### config.mk
export PLATFORM = sky130hd
export DESIGN_NAME = cpu_control_sequencer
export DESIGN_NICKNAME = d
export VERILOG_FILES = /design/src/rtl/cpu_control_sequencer.sv
export SDC_FILE = /design/constraint.sdc
export NUM_CORES = 1
export LEC_CHECK = 0
export BUFFER_PORTS_ARGS = -buffer_cell sky130_fd_sc_hd__buf_2
export CAP_MARGIN = 40
export CORE_MARGIN = 5
export CORE_UTILIZATION = 40
export CTS_BUF_LIST = sky130_fd_sc_hd__clkbuf_4 sky130_fd_sc_hd__clkbuf_8 sky130_fd_sc_hd__clkbuf_16
export DETAILED_ROUTE_END_ITERATION = 8
export GPL_ROUTABILITY_DRIVEN = 0
export PLACE_DENSITY = 0.71
export SYNTH_ARGS = -nofsm -noshare
export SYNTH_HDL_FRONTEND = slang
export SYNTH_SLANG_ARGS = --single-unit
### constraint.sdc
create_clock -name clk -period 2.55 [get_ports clk]
set_input_delay 0.1275 -clock clk [delete_from_list [all_inputs] [get_ports clk]]
set_output_delay 0.1275 -clock clk [all_outputs]
set_load 0.01 [all_outputs]
### src/rtl/cpu_control_sequencer.sv
// cpu_control_sequencer: microcode step counter and control-word decoder for the 8-bit CPU.
// Every instruction runs a fixed two-step fetch (T0, T1) followed by opcode-specific
// execute steps from T2 onward. The control word is decoded combinationally from the
// registered step/halt state and the live opcode and flags.
module cpu_control_sequencer #(
  parameter int NUM_STEPS   = 5,
  parameter bit EARLY_RESET = 1'b0
) (
  input  logic        clk,
  input  logic        rst_n,
  input  logic        run,
  input  logic [3:0]  opcode,
  input  logic        flag_carry,
  input  logic        flag_zero,
  output logic [15:0] ctrl,
  output logic [2:0]  step,
  output logic        halted
);

  localparam logic [2:0] MAX_STEP = 3'(NUM_STEPS - 1);

  // Control word bit positions
  localparam logic [15:0] C_HLT = 16'h8000;
  localparam logic [15:0] C_MI  = 16'h4000;
  localparam logic [15:0] C_RI  = 16'h2000;
  localparam logic [15:0] C_RO  = 16'h1000;
  localparam logic [15:0] C_IO  = 16'h0800;
  localparam logic [15:0] C_II  = 16'h0400;
  localparam logic [15:0] C_AI  = 16'h0200;
  localparam logic [15:0] C_AO  = 16'h0100;
  localparam logic [15:0] C_EO  = 16'h0080;
  localparam logic [15:0] C_SU  = 16'h0040;
  localparam logic [15:0] C_BI  = 16'h0020;
  localparam logic [15:0] C_OI  = 16'h0010;
  localparam logic [15:0] C_CE  = 16'h0008;
  localparam logic [15:0] C_CO  = 16'h0004;
  localparam logic [15:0] C_J   = 16'h0002;
  localparam logic [15:0] C_FI  = 16'h0001;

  // Opcode encodings
  localparam logic [3:0] OP_LDA = 4'h1;
  localparam logic [3:0] OP_ADD = 4'h2;
  localparam logic [3:0] OP_SUB = 4'h3;
  localparam logic [3:0] OP_STA = 4'h4;
  localparam logic [3:0] OP_LDI = 4'h5;
  localparam logic [3:0] OP_JMP = 4'h6;
  localparam logic [3:0] OP_JC  = 4'h7;
  localparam logic [3:0] OP_JZ  = 4'h8;
  localparam logic [3:0] OP_OUT = 4'hE;
  localparam logic [3:0] OP_HLT = 4'hF;

  logic [2:0]  step_q, step_d;
  logic        halted_q, halted_d;
  logic [15:0] micro_word;
  logic [2:0]  last_step;

  // Decode the microinstruction for the current step, and the last non-empty step of the opcode
  always_comb begin
    micro_word = 16'h0000;
    last_step  = 3'd2;
    case (opcode)
      OP_LDA, OP_STA: last_step = 3'd3;
      OP_ADD, OP_SUB: last_step = 3'd4;
      default:        last_step = 3'd2;
    endcase
    if (last_step > MAX_STEP) begin
      last_step = MAX_STEP;
    end
    case (step_q)
      3'd0: micro_word = C_CO | C_MI;
      3'd1: micro_word = C_RO | C_II | C_CE;
      3'd2: begin
        case (opcode)
          OP_LDA, OP_ADD, OP_SUB, OP_STA: micro_word = C_IO | C_MI;
          OP_LDI: micro_word = C_IO | C_AI;
          OP_JMP: micro_word = C_IO | C_J;
          OP_JC:  micro_word = flag_carry ? (C_IO | C_J) : 16'h0000;
          OP_JZ:  micro_word = flag_zero ? (C_IO | C_J) : 16'h0000;
          OP_OUT: micro_word = C_AO | C_OI;
          OP_HLT: micro_word = C_HLT;
          default: micro_word = 16'h0000;
        endcase
      end
      3'd3: begin
        case (opcode)
          OP_LDA:         micro_word = C_RO | C_AI;
          OP_ADD, OP_SUB: micro_word = C_RO | C_BI;
          OP_STA:         micro_word = C_AO | C_RI;
          default:        micro_word = 16'h0000;
        endcase
      end
      3'd4: begin
        case (opcode)
          OP_ADD:  micro_word = C_EO | C_AI | C_FI;
          OP_SUB:  micro_word = C_EO | C_SU | C_AI | C_FI;
          default: micro_word = 16'h0000;
        endcase
      end
      default: micro_word = 16'h0000;
    endcase
  end

  // Halt overrides everything; a paused sequencer drives an empty word so nothing repeats
  always_comb begin
    ctrl = 16'h0000;
    if (halted_q) begin
      ctrl = C_HLT;
    end else if (run) begin
      ctrl = micro_word;
    end
  end

  // Next-state: advance, wrap or early-return the step counter, and latch halt at HLT's T2
  always_comb begin
    step_d   = step_q;
    halted_d = halted_q;
    if (run && !halted_q) begin
      if (step_q == 3'd2 && opcode == OP_HLT) begin
        halted_d = 1'b1;
      end else if (step_q == MAX_STEP || (EARLY_RESET && step_q >= last_step)) begin
        step_d = 3'd0;
      end else begin
        step_d = step_q + 3'd1;
      end
    end
  end

  // State registers; reset aborts any instruction in flight and restarts at fetch
  always_ff @(posedge clk or negedge rst_n) begin
    if (!rst_n) begin
      step_q   <= 3'd0;
      halted_q <= 1'b0;
    end else begin
      step_q   <= step_d;
      halted_q <= halted_d;
    end
  end

  assign step   = step_q;
  assign halted = halted_q;

endmodule

==> impl_metrics.json <==
{
  "clk_pin_slew_ns": 0.04,
  "multiInputGateArea_um2": 439.2,
  "outcome": "completed",
  "portBuffers": 28,
  "finalHoldViolations": 0,
  "rrSetupSlack_ns": 0.98,
  "grt_usage_pct": 13.08,
  "synth-edff-count": 0,
  "cp_data_arrival_time_ns": 1.84,
  "ys_seq_area_share_pct": 16.49,
  "cts_tree": "done",
  "clkPwrFrac_pct": 12.2,
  "cts.repair.resized": 0,
  "clock.fmax_mhz": 507.7,
  "ys_seq_elements": 4,
  "cts_htree_levels": 1,
  "regArea_um2": 100.1,
  "p_int_mw": 0.3507,
  "crit_path_end_kind": "output port",
  "cts.sinks": 4,
  "grt_max_degree": 15,
  "syn_inst": 71,
  "root_buffer": "clkbuf_4",
  "setup_violations": 0,
  "area_delta_synth_final_pct": 23.71,
  "timing.setup.tns_ns": 0,
  "insertion_delay_ns": 0.24,
  "avgSynthCellArea_um2": 8.547,
  "mappedNetlistArea_um2": 606.8,
  "nFillCells": 157,
  "core_area_um2": 1471,
  "vias_per_cell": 5.333,
  "die_height_um": 48.95,
  "routed_wl_um": 1481,
  "clockBufferDepth": 2,
  "firstDrtPassIters": 4,
  "rsz0062_at_grt": "false",
  "dp_slack_ns": 0.8207,
  "drive_gt1_share_pct": 38.78,
  "initial_core_util_pct": 41.24,
  "start_kind": "flop",
  "power_switching_mw": 0.3076,
  "period_minus_slack_ns": 1.970,
  "critPathMaxFanout": 14,
  "synth-warning-count": 0,
  "maxCapViolCount": 0,
  "numCtsBuffers": 3,
  "power_density_nw_per_um2": 876.9,
  "report.final.slew_viol_count": 0,
  "p_leak_nw": 0.3867,
  "vias": 608,
  "worst_slew_margin_rel_pct": 74.34,
  "ios": 29,
  "fin_crit_sh_pct": 77.24,
  "comb_power_share_pct": 64.7,
  "swShare_pct": 46.73,
  "grt_first_pass_wirelength_um": 2587,
  "ant_nets": 0,
  "syn_nets": 85,
  "power.share.sequential_pct": 23.2,
  "rows": 14,
  "drt_iter0_drc": 14,
  "antenna_found_initial": 0,
  "finalNetCount": 114,
  "finalWorstSetupSlack_ns": 0.5804,
  "synthArstFlopShare_pct": 100.0,
  "ir_drop_uv": 526.9,
  "die_area_um2": 2396,
  "worst_pin_slew_ns": 0.3849,
  "avgRoutedWirePerCell_um": 12.99,
  "critPathKind": "flop to output port",
  "hp-class": "input pin to flop",
  "dpl.hpwl_um": 1167,
  "die_w_um": 48.95,
  "synthFlopType": "dfrtp_1",
  "grt_pass1_vias": 611,
  "drc": 0,
  "diodes": 0,
  "grt-ovfl-total": 0,
  "critPathRequiredTime_ns": 2.42,
  "fin_skew_ns": 0.007251,
  "yosysUniqueCellTypes": 33
}
==> Yosys cell counts, drive strengths merged (2+ instances only) <==
cell	n	area, um^2
a2111oi	2	25.02
a21o	3	22.52
a21oi	6	33.78
buf	5	48.79
dfrtp	4	100.1
ha	5	62.56
inv	5	18.77
mux2	2	30.03
nand2	6	22.52
nand2b	3	18.77
nand3b	3	26.27
nand4	2	12.51
nand4bb	2	22.52
nor2	6	22.52
nor3b	3	22.52
o21bai	2	26.28
==> worst max-delay path: stages, from the launching register on <==
cell	delay, ns
dfrtp_1	0.50
inv_1	0.13
ha_1	0.23
nand2b_1	0.07
a2111o_1	0.42
a21oi_2	0.13
buf_2	0.13
==> timing repair <==
| action | CTS | global route |
|---|---|---|
| buffers inserted | 0 | 0 |
| hold buffers | 1 | 0 |
| endpoints found under the hold margin | 4 | 0 |
| endpoints found under the setup margin | 0 | 0 |
==> power groups by stage <==
stage	clock, mW	sequential [mW]	combinational [mW]
after global routing	0.0880	0.163	0.480
after detailed placement	0	0.152	0.429
after global placement	0	0.152	0.425
after CTS	0.0853	0.152	0.433
final	0.0801	0.153	0.426
after floorplan	0	0.145	0.332
==> final timing paths <==
check | start | end | cells past startpoint
setup / recovery | step[2] | ctrl[9] | 6
hold / removal | run | halted | 2
setup reg to reg | step[0] | step[2] | 5
hold reg to reg | halted | halted | 1
max in group asynchronous | rst_n | step[2] | 2
min in group asynchronous | rst_n | halted | 2
==> placed cells by master (no fill, tap or decap) <==
master and instances:
nand3b_2 1, nor2_1 6, clkbuf_4 3, nand4bb_1 2
nor4_1 1, o22ai_1 1, ha_1 5, dlygate4sd3_1 1
nor3_1 1, a2111oi_1 1, nand4b_1 1, o21ai_0 1
a21boi_0 1, nand2_1 6, a2111o_1 1, dfrtp_1 4
buf_2 28, nand4_1 2, o21bai_4 1, a21oi_1 5
inv_1 5, a21o_1 3, nand2b_1 3, mux2_4 2
and3_2 1, o21bai_1 1, a41oi_1 1, a21oi_2 1
nand3b_1 2, nor3b_1 3, a2111oi_2 1, mux2i_1 1
or3_1 1, o2111ai_1 1
==> layer usage <==
layer	part of all wire [%]	vias to the layer above	track usage [%]
met1	44	274	15.02
met3	7.1	0	4.281
li1	-	318	-
met2	49	16	21.96
met4	0	0	5.381
met5	0	-	0
==> logic make-up (layout without fill, tap and decap cells) <==
logic type	Yosys count	count (layout)	synth area share [%]
and+or+nand+nor	30	30	29.90
AOI/OAI and AO/OA	19	19	25.57
buffers and inverters	10	37	11.13
adders and majority gates	5	5	10.31
DFF	4	4	16.50
muxes	3	3	6.598
==> flip-flops by register name, summed over array words and instances, names as in the netlist <==
signal  cells
step        3
halted      1
==> metrics by stage <==
| stage | util, % | power (mW) | hold WS (ns) | std cells | cell area (um^2) |
|---|---|---|---|---|---|
| after global routing | 51.02 | 0.7308 | 0.1761 | 114 | 750.7 |
| final | 51.02 | 0.6583 | 0.1631 | 114 | 750.7 |
| after global placement | 48.81 | 0.5772 | -0.06392 | 110 | 718.2 |
| after CTS | 51.02 | 0.6704 | 0.1502 | 114 | 750.7 |
| after floorplan | - | 0.4769 | -0.1681 | 71 | 606.8 |
| after detailed placement | 48.81 | 0.5812 | -0.05804 | 110 | 718.2 |
==> final cells by class <==
cell class                      count  area share, %
Clock buffer                        3          3.000
Inverter                            5          2.500
Multi-Input combinational cell     57          58.50
Sequential cell                     4          13.33
Tap cell                           16          2.667
Timing Repair Buffer               29          20.00
No activity file was read; power rests on OpenSTA's default activity.
